## src/rtl/xr_host_port.sv

```systemverilog
// rtl/xr_host_port.sv - host-side XR access sequencer (optional increment register: XR_PORT_INCR_EN)
module xr_host_port #(
  parameter logic [15:0] DEFAULT_INCR = 16'h0001
) (
  input  logic        clk,
  input  logic        reset_ni,
  input  logic        rd_addr_wr_i,
  input  logic        wr_addr_wr_i,
  input  logic        incr_wr_i,
  input  logic        data_wr_i,
  input  logic        data_rd_i,
  input  logic [15:0] reg_data_i,
  output logic [15:0] rd_data_o,
  output logic        busy_o,
  output logic        err_o,
  input  logic        err_clr_i,
  output logic        xr_sel_o,
  output logic        xr_wr_o,
  output logic [15:0] xr_addr_o,
  output logic [15:0] xr_data_o,
  input  logic        xr_ack_i,
  input  logic [15:0] xr_data_i
);

  typedef enum logic [1:0] {IDLE, WRITE, READ} state_t;

  state_t      state;
  logic [15:0] rd_addr;
  logic [15:0] wr_addr;
  logic [15:0] wr_data;
  logic [15:0] incr;
  logic        wr_pend;
  logic        rd_pend;
  logic        rd_stale;

`ifdef XR_PORT_INCR_EN
  logic [15:0] incr_q;

  // Host-programmable auto-increment step
  always_ff @(posedge clk or negedge reset_ni) begin
    if (!reset_ni) begin
      incr_q <= DEFAULT_INCR;
    end else if (incr_wr_i) begin
      incr_q <= reg_data_i;
    end
  end

  assign incr = incr_q;
`else
  logic unused_incr_wr;
  assign unused_incr_wr = incr_wr_i;
  assign incr = DEFAULT_INCR;
`endif

  // Decoded events for this cycle; writes always win arbitration out of IDLE
  logic wr_ack;
  logic rd_ack;
  logic start_rd;
  logic wr_accept;
  logic wr_drop;

  assign wr_ack    = (state == WRITE) && xr_ack_i;
  assign rd_ack    = (state == READ) && xr_ack_i;
  assign start_rd  = (state == IDLE) && !wr_pend && rd_pend;
  // An ack in the same cycle frees the slot, so the new write is taken cleanly
  assign wr_accept = data_wr_i && (!wr_pend || wr_ack);
  assign wr_drop   = data_wr_i && wr_pend && !wr_ack;

  assign busy_o = wr_pend | rd_pend | (state == READ);

  // Host strobe bookkeeping, sequencing FSM and registered XR bus outputs
  always_ff @(posedge clk or negedge reset_ni) begin
    if (!reset_ni) begin
      state     <= IDLE;
      rd_addr   <= 16'h0000;
      wr_addr   <= 16'h0000;
      wr_data   <= 16'h0000;
      wr_pend   <= 1'b0;
      rd_pend   <= 1'b0;
      rd_stale  <= 1'b0;
      err_o     <= 1'b0;
      rd_data_o <= 16'h0000;
      xr_sel_o  <= 1'b0;
      xr_wr_o   <= 1'b0;
      xr_addr_o <= 16'h0000;
      xr_data_o <= 16'h0000;
    end else begin
      // A host load of an address overrides the post-access increment
      if (wr_addr_wr_i) begin
        wr_addr <= reg_data_i;
      end else if (wr_ack) begin
        wr_addr <= wr_addr + incr;
      end

      if (rd_addr_wr_i) begin
        rd_addr <= reg_data_i;
      end else if (rd_ack && !rd_stale) begin
        rd_addr <= rd_addr + incr;
      end

      if (wr_accept) begin
        wr_data <= reg_data_i;
        wr_pend <= 1'b1;
      end else if (wr_ack) begin
        wr_pend <= 1'b0;
      end

      // New prefetch requests survive the clear taken on read launch
      if (rd_addr_wr_i || data_rd_i) begin
        rd_pend <= 1'b1;
      end else if (start_rd) begin
        rd_pend <= 1'b0;
      end

      // A read launched or in flight against the old address must be discarded
      if (rd_addr_wr_i && ((state == READ) || start_rd)) begin
        rd_stale <= 1'b1;
      end else if (start_rd) begin
        rd_stale <= 1'b0;
      end

      if (wr_drop) begin
        err_o <= 1'b1;
      end else if (err_clr_i) begin
        err_o <= 1'b0;
      end

      case (state)
        IDLE: begin
          if (wr_pend) begin
            state     <= WRITE;
            xr_sel_o  <= 1'b1;
            xr_wr_o   <= 1'b1;
            xr_addr_o <= wr_addr;
            xr_data_o <= wr_data;
          end else if (rd_pend) begin
            state     <= READ;
            xr_sel_o  <= 1'b1;
            xr_wr_o   <= 1'b0;
            xr_addr_o <= rd_addr;
          end
        end
        WRITE: begin
          if (xr_ack_i) begin
            state    <= IDLE;
            xr_sel_o <= 1'b0;
          end
        end
        READ: begin
          if (xr_ack_i) begin
            state    <= IDLE;
            xr_sel_o <= 1'b0;
            if (!rd_stale) begin
              rd_data_o <= xr_data_i;
            end
          end
        end
        default: begin
          state    <= IDLE;
          xr_sel_o <= 1'b0;
        end
      endcase
    end
  end

endmodule

```

## config.mk

```make
export PLATFORM = sky130hd
export DESIGN_NAME = xr_host_port
export DESIGN_NICKNAME = d
export VERILOG_FILES = /design/src/rtl/xr_host_port.sv
export SDC_FILE = /design/constraint.sdc
export NUM_CORES = 1
export LEC_CHECK = 0
export CORE_AREA = 2 2 119 121
export DETAILED_ROUTE_END_ITERATION = 8
export DIE_AREA = 0 0 121 123
export HOLD_SLACK_MARGIN = 0.12
export PLACE_DENSITY = 0.64
export SKIP_LAST_GASP = 1
export SLEW_MARGIN = 20
export SYNTH_ARGS = -nofsm -noshare
export SYNTH_HDL_FRONTEND = slang
export SYNTH_SLANG_ARGS = --single-unit
```

## constraint.sdc

```tcl
create_clock -name clk -period 1.6 [get_ports clk]
set_input_delay 0.16 -clock clk [delete_from_list [all_inputs] [get_ports clk]]
set_output_delay 0.16 -clock clk [all_outputs]
set_load 0.01 [all_outputs]
```

Yosys cells after proc, flatten, opt, wreduce, memory -nomap -nowiden --
Index checks and enable logic that the tools add are counted.
Operators by class: shift-type cells 0, $lt $le $gt $ge 0, bitwise operators 3, equal/unequal tests 4, reduce and logical (&&, ||, !) cells 28, mux-type cells 23, divide/modulo/power cells 0, $mul 0, $add $sub $neg 2
Operators by type and width (number):
- 2-to-1 mux 16 bit | 6
- adder 16 x 1 -> 16 bit, second input constant | 2
- nonzero test 2 bit | 7
- 2-to-1 mux 1 bit | 12
- logical AND 1 bit | 9
- 2-to-1 mux 2 bit | 3
- AND reduction 2 bit | 3
- one-hot mux 2 bit (2 select lines) | 1
- logical NOT 1 bit | 3
- logical OR 1 bit | 3
- inequality test 3 bit, second input constant | 1
- AND reduction 3 bit | 1
- equality test 2 x 1 -> 1 bit, second input constant | 1
- equality test 2 bit, second input constant | 1
- logical NOT 2 bit | 1
- inequality test 2 x 1 -> 1 bit, second input constant | 1
- bitwise OR 1 bit | 2
- one-hot mux 1 bit (2 select lines) | 1
- OR reduction 2 bit | 1
- inverter 1 bit | 1
Word-level totals: memories 0, output and inout port bits 52, logic and storage cells 73, memory bits (writable) 0, bits of input ports 41, bits in read-only memories 0, latch bits 0, bits in registers 104

Longest topological paths before layout --
depth after elaboration 6, depth in mapped cells 7, gate-level depth less buffers 6

Worst setup path before layout --
No wires, ideal clock.
kind register to register, from register state[1], to register wr_data[10], arrival time 1.500 ns, path slack -0.028 ns, clock period less this slack 1.628 ns, stages on the path, launching flop included 8, data required time 1.473 ns, cells stage by stage dfrtp_1 > inv_1 > ha_1 > nand2_2 > nand2_1 > nand2_2 > buf_6 > mux2_1
Between the ends: word-level cells in the longest chain between the ends 4
Ends and longest elaborated chain:
- start, declared | line 27 | state_t state;
- start signal, assigned | line 74 | state <= IDLE;
- start signal, assigned | line 131 | state <= WRITE;
- start signal, assigned | line 137 | state <= READ;
- equality test 2 x 1 -> 1 bit | line 62 | assign wr_ack = (state == WRITE) && xr_ack_i;
- logical AND 1 bit | line 62
- logical OR 1 bit | line 66 | assign wr_accept = data_wr_i && (!wr_pend || wr_ack);
- logical AND 1 bit | line 66
- end signal, assigned | line 102 | wr_data <= reg_data_i;
- end, declared | line 30 | logic [15:0] wr_data;
No other way between the ends. A chain may end at the register's enable or synchronous reset.

Worst setup path in the final report --
from register state[1], to register wr_addr[12]
Between the ends: word-level cells in the longest chain between the ends 3
Ends and longest elaborated chain:
- equality test 2 x 1 -> 1 bit | line 62
- logical AND 1 bit | line 62
- nonzero test 2 bit (no line)
- end signal, assigned | line 90 | wr_addr <= reg_data_i;
- end signal, assigned | line 92 | wr_addr <= wr_addr + incr;
- end, declared | line 29 | logic [15:0] wr_addr;
No other way between the ends.

==> impl_metrics.yaml <==
worst_setup_path:
  path_cells: "inv_2 > ha_4 > nand4_4 > buf_6 > nor4_4 > xnor2_1 > o21ai_1"
  critPathMaxStageDelay_ns: 0.44
  cp-start-kind: "flop"
  worstPathRequired_ns: 1.83
  path_class: "reg2reg"
  worst_setup_path_end_kind: "flop"
  slowest_stage: "dfrtp_1"
  crit_fanout: 7
  critPathArrivalTime_ns: 1.87
synth:
  synth.avg_cell_area_um2: 10.7
  netlist_top_cells_area: "dfrtp_1, nand2_1, mux2_2"
  ys_ff_latch: 104
  yosysTopAreaCell: "dfrtp_1"
  synth_ff_type: "dfrtp_1"
  netlist_area_um2: 4830
  synth-compound-area-share_pct: 6.92
  synthSimpleGateAreaFrac_pct: 19.0
  yosysSeqAreaShare_pct: 53.9
  yosys.area.top_type_share_pct: 53.9
  synth_top_family_by_area: "simple AND/OR/NAND/NOR gates"
  ys_types: 45
  synth_mux_area_share_pct: 11.6
  yosys.area_share.xor_xnor_pct: 4.35
  postSynthCellCount: 453
  synth_fa_ha_area_share_pct: 1.30
  ys_warn_count: 0
  synth_edf_count: 0
  async_flop_share_pct: 100
  synth_nets: 499
cells_and_area:
  multi_input_area_um2: 2360
  fillCellCount: 1214
  final_cells: 770
  diodes: 0
  utilization_pct: 51.3
  synthToLayoutAreaGrowth_pct: 44.5
  seq_area_um2: 2600
  nNetsFinal: 632
  drive_above_1_share_pct: 24.4
power:
  p_total_mw: 10.9
  peakVddDrop_uv: 679
  p_leak_nw: 3.10
  power_density_nw_per_um2: 1570
cts:
  cts.clk_slew.worst_paths_ns: 0.07
  cts_buffers: 9
  cts_tree: "yes"
  clockBufferDepth: 2
  cts_root_buf: "clkbuf_16"
  cts_sinks: 104
  cts_max_level: 3
  clk_latency_ns: 0.34
route:
  viasPerCell: 4.94
  final_antenna_net_count: 0
  first_pass_iters: 5
  wire_per_inst_um: 16.6
  drc: 0
  wl_um: 12800
  first_iter_violations: 196
  vias: 3807
floorplan:
  fp.dieH_um: 123
  num_rows: 43
  core_um2: 13600
  die_x_um: 121
  ioPinCount: 93
  dieArea_um2: 14900
  initial_utilization_pct: 35.5
place:
  place_congestion: 0.835
  dp_cells: 740
  place_hpwl_um: 8460
  numPortBuffers: 91
global_route:
  antenna_found_initial: 0
  grt_max_degree: 46
  grt_pass1_wl_um: 19500
  grt_use_total_pct: 16.7
  grt_pass1_vias: 3857
  grt_overflow: 0
timing:
  fin_ws_ns: -0.0455
  skew_ns: 0.00586
  slew_headroom_pct: 70.9
  worstMarginPinSlew_ns: 0.435
  hold_violations: 0
  slew_violations: 0
  rsz0062_at_grt: "true"
  min_period_ns: 1.65
  post-route-period-util_pct: 103
  setup_violations: 15
  max_freq_mhz: 608
outcome:
  violations: "setup timing"
  status: "finished with violations"
worst_hold_path:
  hp-class: "in2async"
job:
  cap_violations: 0
[cells by family after synthesis]
group / after synthesis
compound gates: 61
xor+xnor: 24
flops: 104
simple gates: 175
mux: 52
fa+ha+maj: 5
buf+inv: 32
[power breakdown]
part / total [mW] / switching [mW] / leakage [nW] / internal [mW]
registers: 4.16 / 0.582 / 1.26 / 3.57
clock network: 2.03 / 0.981 / 0.128 / 1.05
logic: 4.76 / 2.02 / 1.72 / 2.74
total: 10.9 / 3.58 / 3.10 / 7.36
[metrics by stage]
step                worst slack [ns]  instance area, µm²  hold slack [ns]  TNS [ns]
finish                       -0.0455                6980            0.256    -0.243
floorplan                     0.0193                4830           -0.136         0
global placement              -0.197                6240           0.0928     -2.03
global route                  -0.133                6980            0.286     -3.38
detailed placement            -0.194                6240           0.0938     -3.34
CTS                          -0.0959                6630            0.273    -0.483
[flip-flops by register name, indices dropped and copies added (netlist names)]
name / flops
rd_addr: 16
rd_data_o: 16
wr_addr: 16
wr_data: 16
xr_addr_o: 16
xr_data_o: 16
state: 2
err_o: 1
rd_pend: 1
rd_stale: 1
wr_pend: 1
xr_sel_o: 1
xr_wr_o: 1
[placed cells by master (no fill, tap or decap), types with 3 or more instances in the layout]
cell type        instances
xor2_1                   3
mux2i_1                 20
mux2_1                   8
inv_1                   11
nand2_1                 87
ha_4                     3
nor4_4                   9
nand2_2                 15
o21ai_0                 31
nand2_4                  3
clkbuf_16               13
buf_4                   31
nand3_1                 12
nor2_1                   8
buf_12                   8
nand4_1                  5
mux2_2                  22
dfrtp_1                104
o21ai_1                 16
buf_6                    7
nor3_1                   5
nor2b_1                  3
clkdlybuf4s50_1         89
xnor2_1                 21
nand2b_1                 3
nor3_2                   8
a21oi_1                  3
[cell usage after synthesis, types with 3 or more instances]
master,count
a21oi_1,3
nor2_1,10
nor4_1,3
dfrtp_1,104
nor4_2,7
nand4_1,5
o21ai_0,33
inv_1,13
nand3_1,12
nor3_1,12
clkbuf_1,12
nand2b_1,4
mux2_1,10
xnor2_1,21
o21ai_1,15
ha_1,5
buf_2,4
xor2_1,3
mux2i_1,20
mux2_2,22
nor2b_1,3
nand2_1,104
[layout make-up]
| type | instances | share of cell area [%] |
|---|---|---|
| clock buffer | 10 | 3.28 |
| tap | 180 | 3.23 |
| multi-input combinational | 317 | 33.8 |
| clock inverter | 5 | 0.502 |
| inverter | 13 | 0.699 |
| sequential | 104 | 37.3 |
| timing repair buffer | 141 | 21.2 |
[what timing repair did]
item                       4_1_cts  5_1_grt
resized for setup               17       51
setup buffers                    5        5
pin swaps                        6       16
hold buffers                     1        0
setup endpoints to repair       50       75
cloned                           0        5
hold endpoints to repair        82        0
[metal layers]
layer,global-route usage [%],routed length [µm],vias up
met1,22.0,5780,1873
met4,7.05,216,0
met2,26.3,6110,98
met3,4.15,678,18
met5,0,0,-
li1,-,-,1818
[final timing paths]
check                                                  to  cells after the start                     start  slack [ns]
worst max-delay path              wr_addr[12]$_DFFE_PN0P_                      7      state[1]$_DFFE_PN0P_       -0.05
worst min-delay path            xr_addr_o[13]$_DFFE_PN0P_                      2                  reset_ni        0.26
worst max register to register    wr_addr[12]$_DFFE_PN0P_                      7      state[1]$_DFFE_PN0P_       -0.05
worst min register to register   xr_addr_o[0]$_DFFE_PN0P_                      2  xr_addr_o[0]$_DFFE_PN0P_        0.48
max in group asynchronous          wr_data[7]$_DFFE_PN0P_                      3                  reset_ni        0.74
min in group clk                rd_data_o[11]$_DFFE_PN0P_                      3             xr_data_i[11]        0.34
[worst max-delay path: cells and delay by family, from the launching register on]
kind	cells	cell delay, ns
AOI/OAI and AO/OA	1	0.08
DFF	1	0.44
xor gates and xnor gates	1	0.16
and+or+nand+nor	2	0.38
buffers and inverters	2	0.30
adders and majority gates	1	0.17
Note: power is estimated with default switching activity, not from simulation.
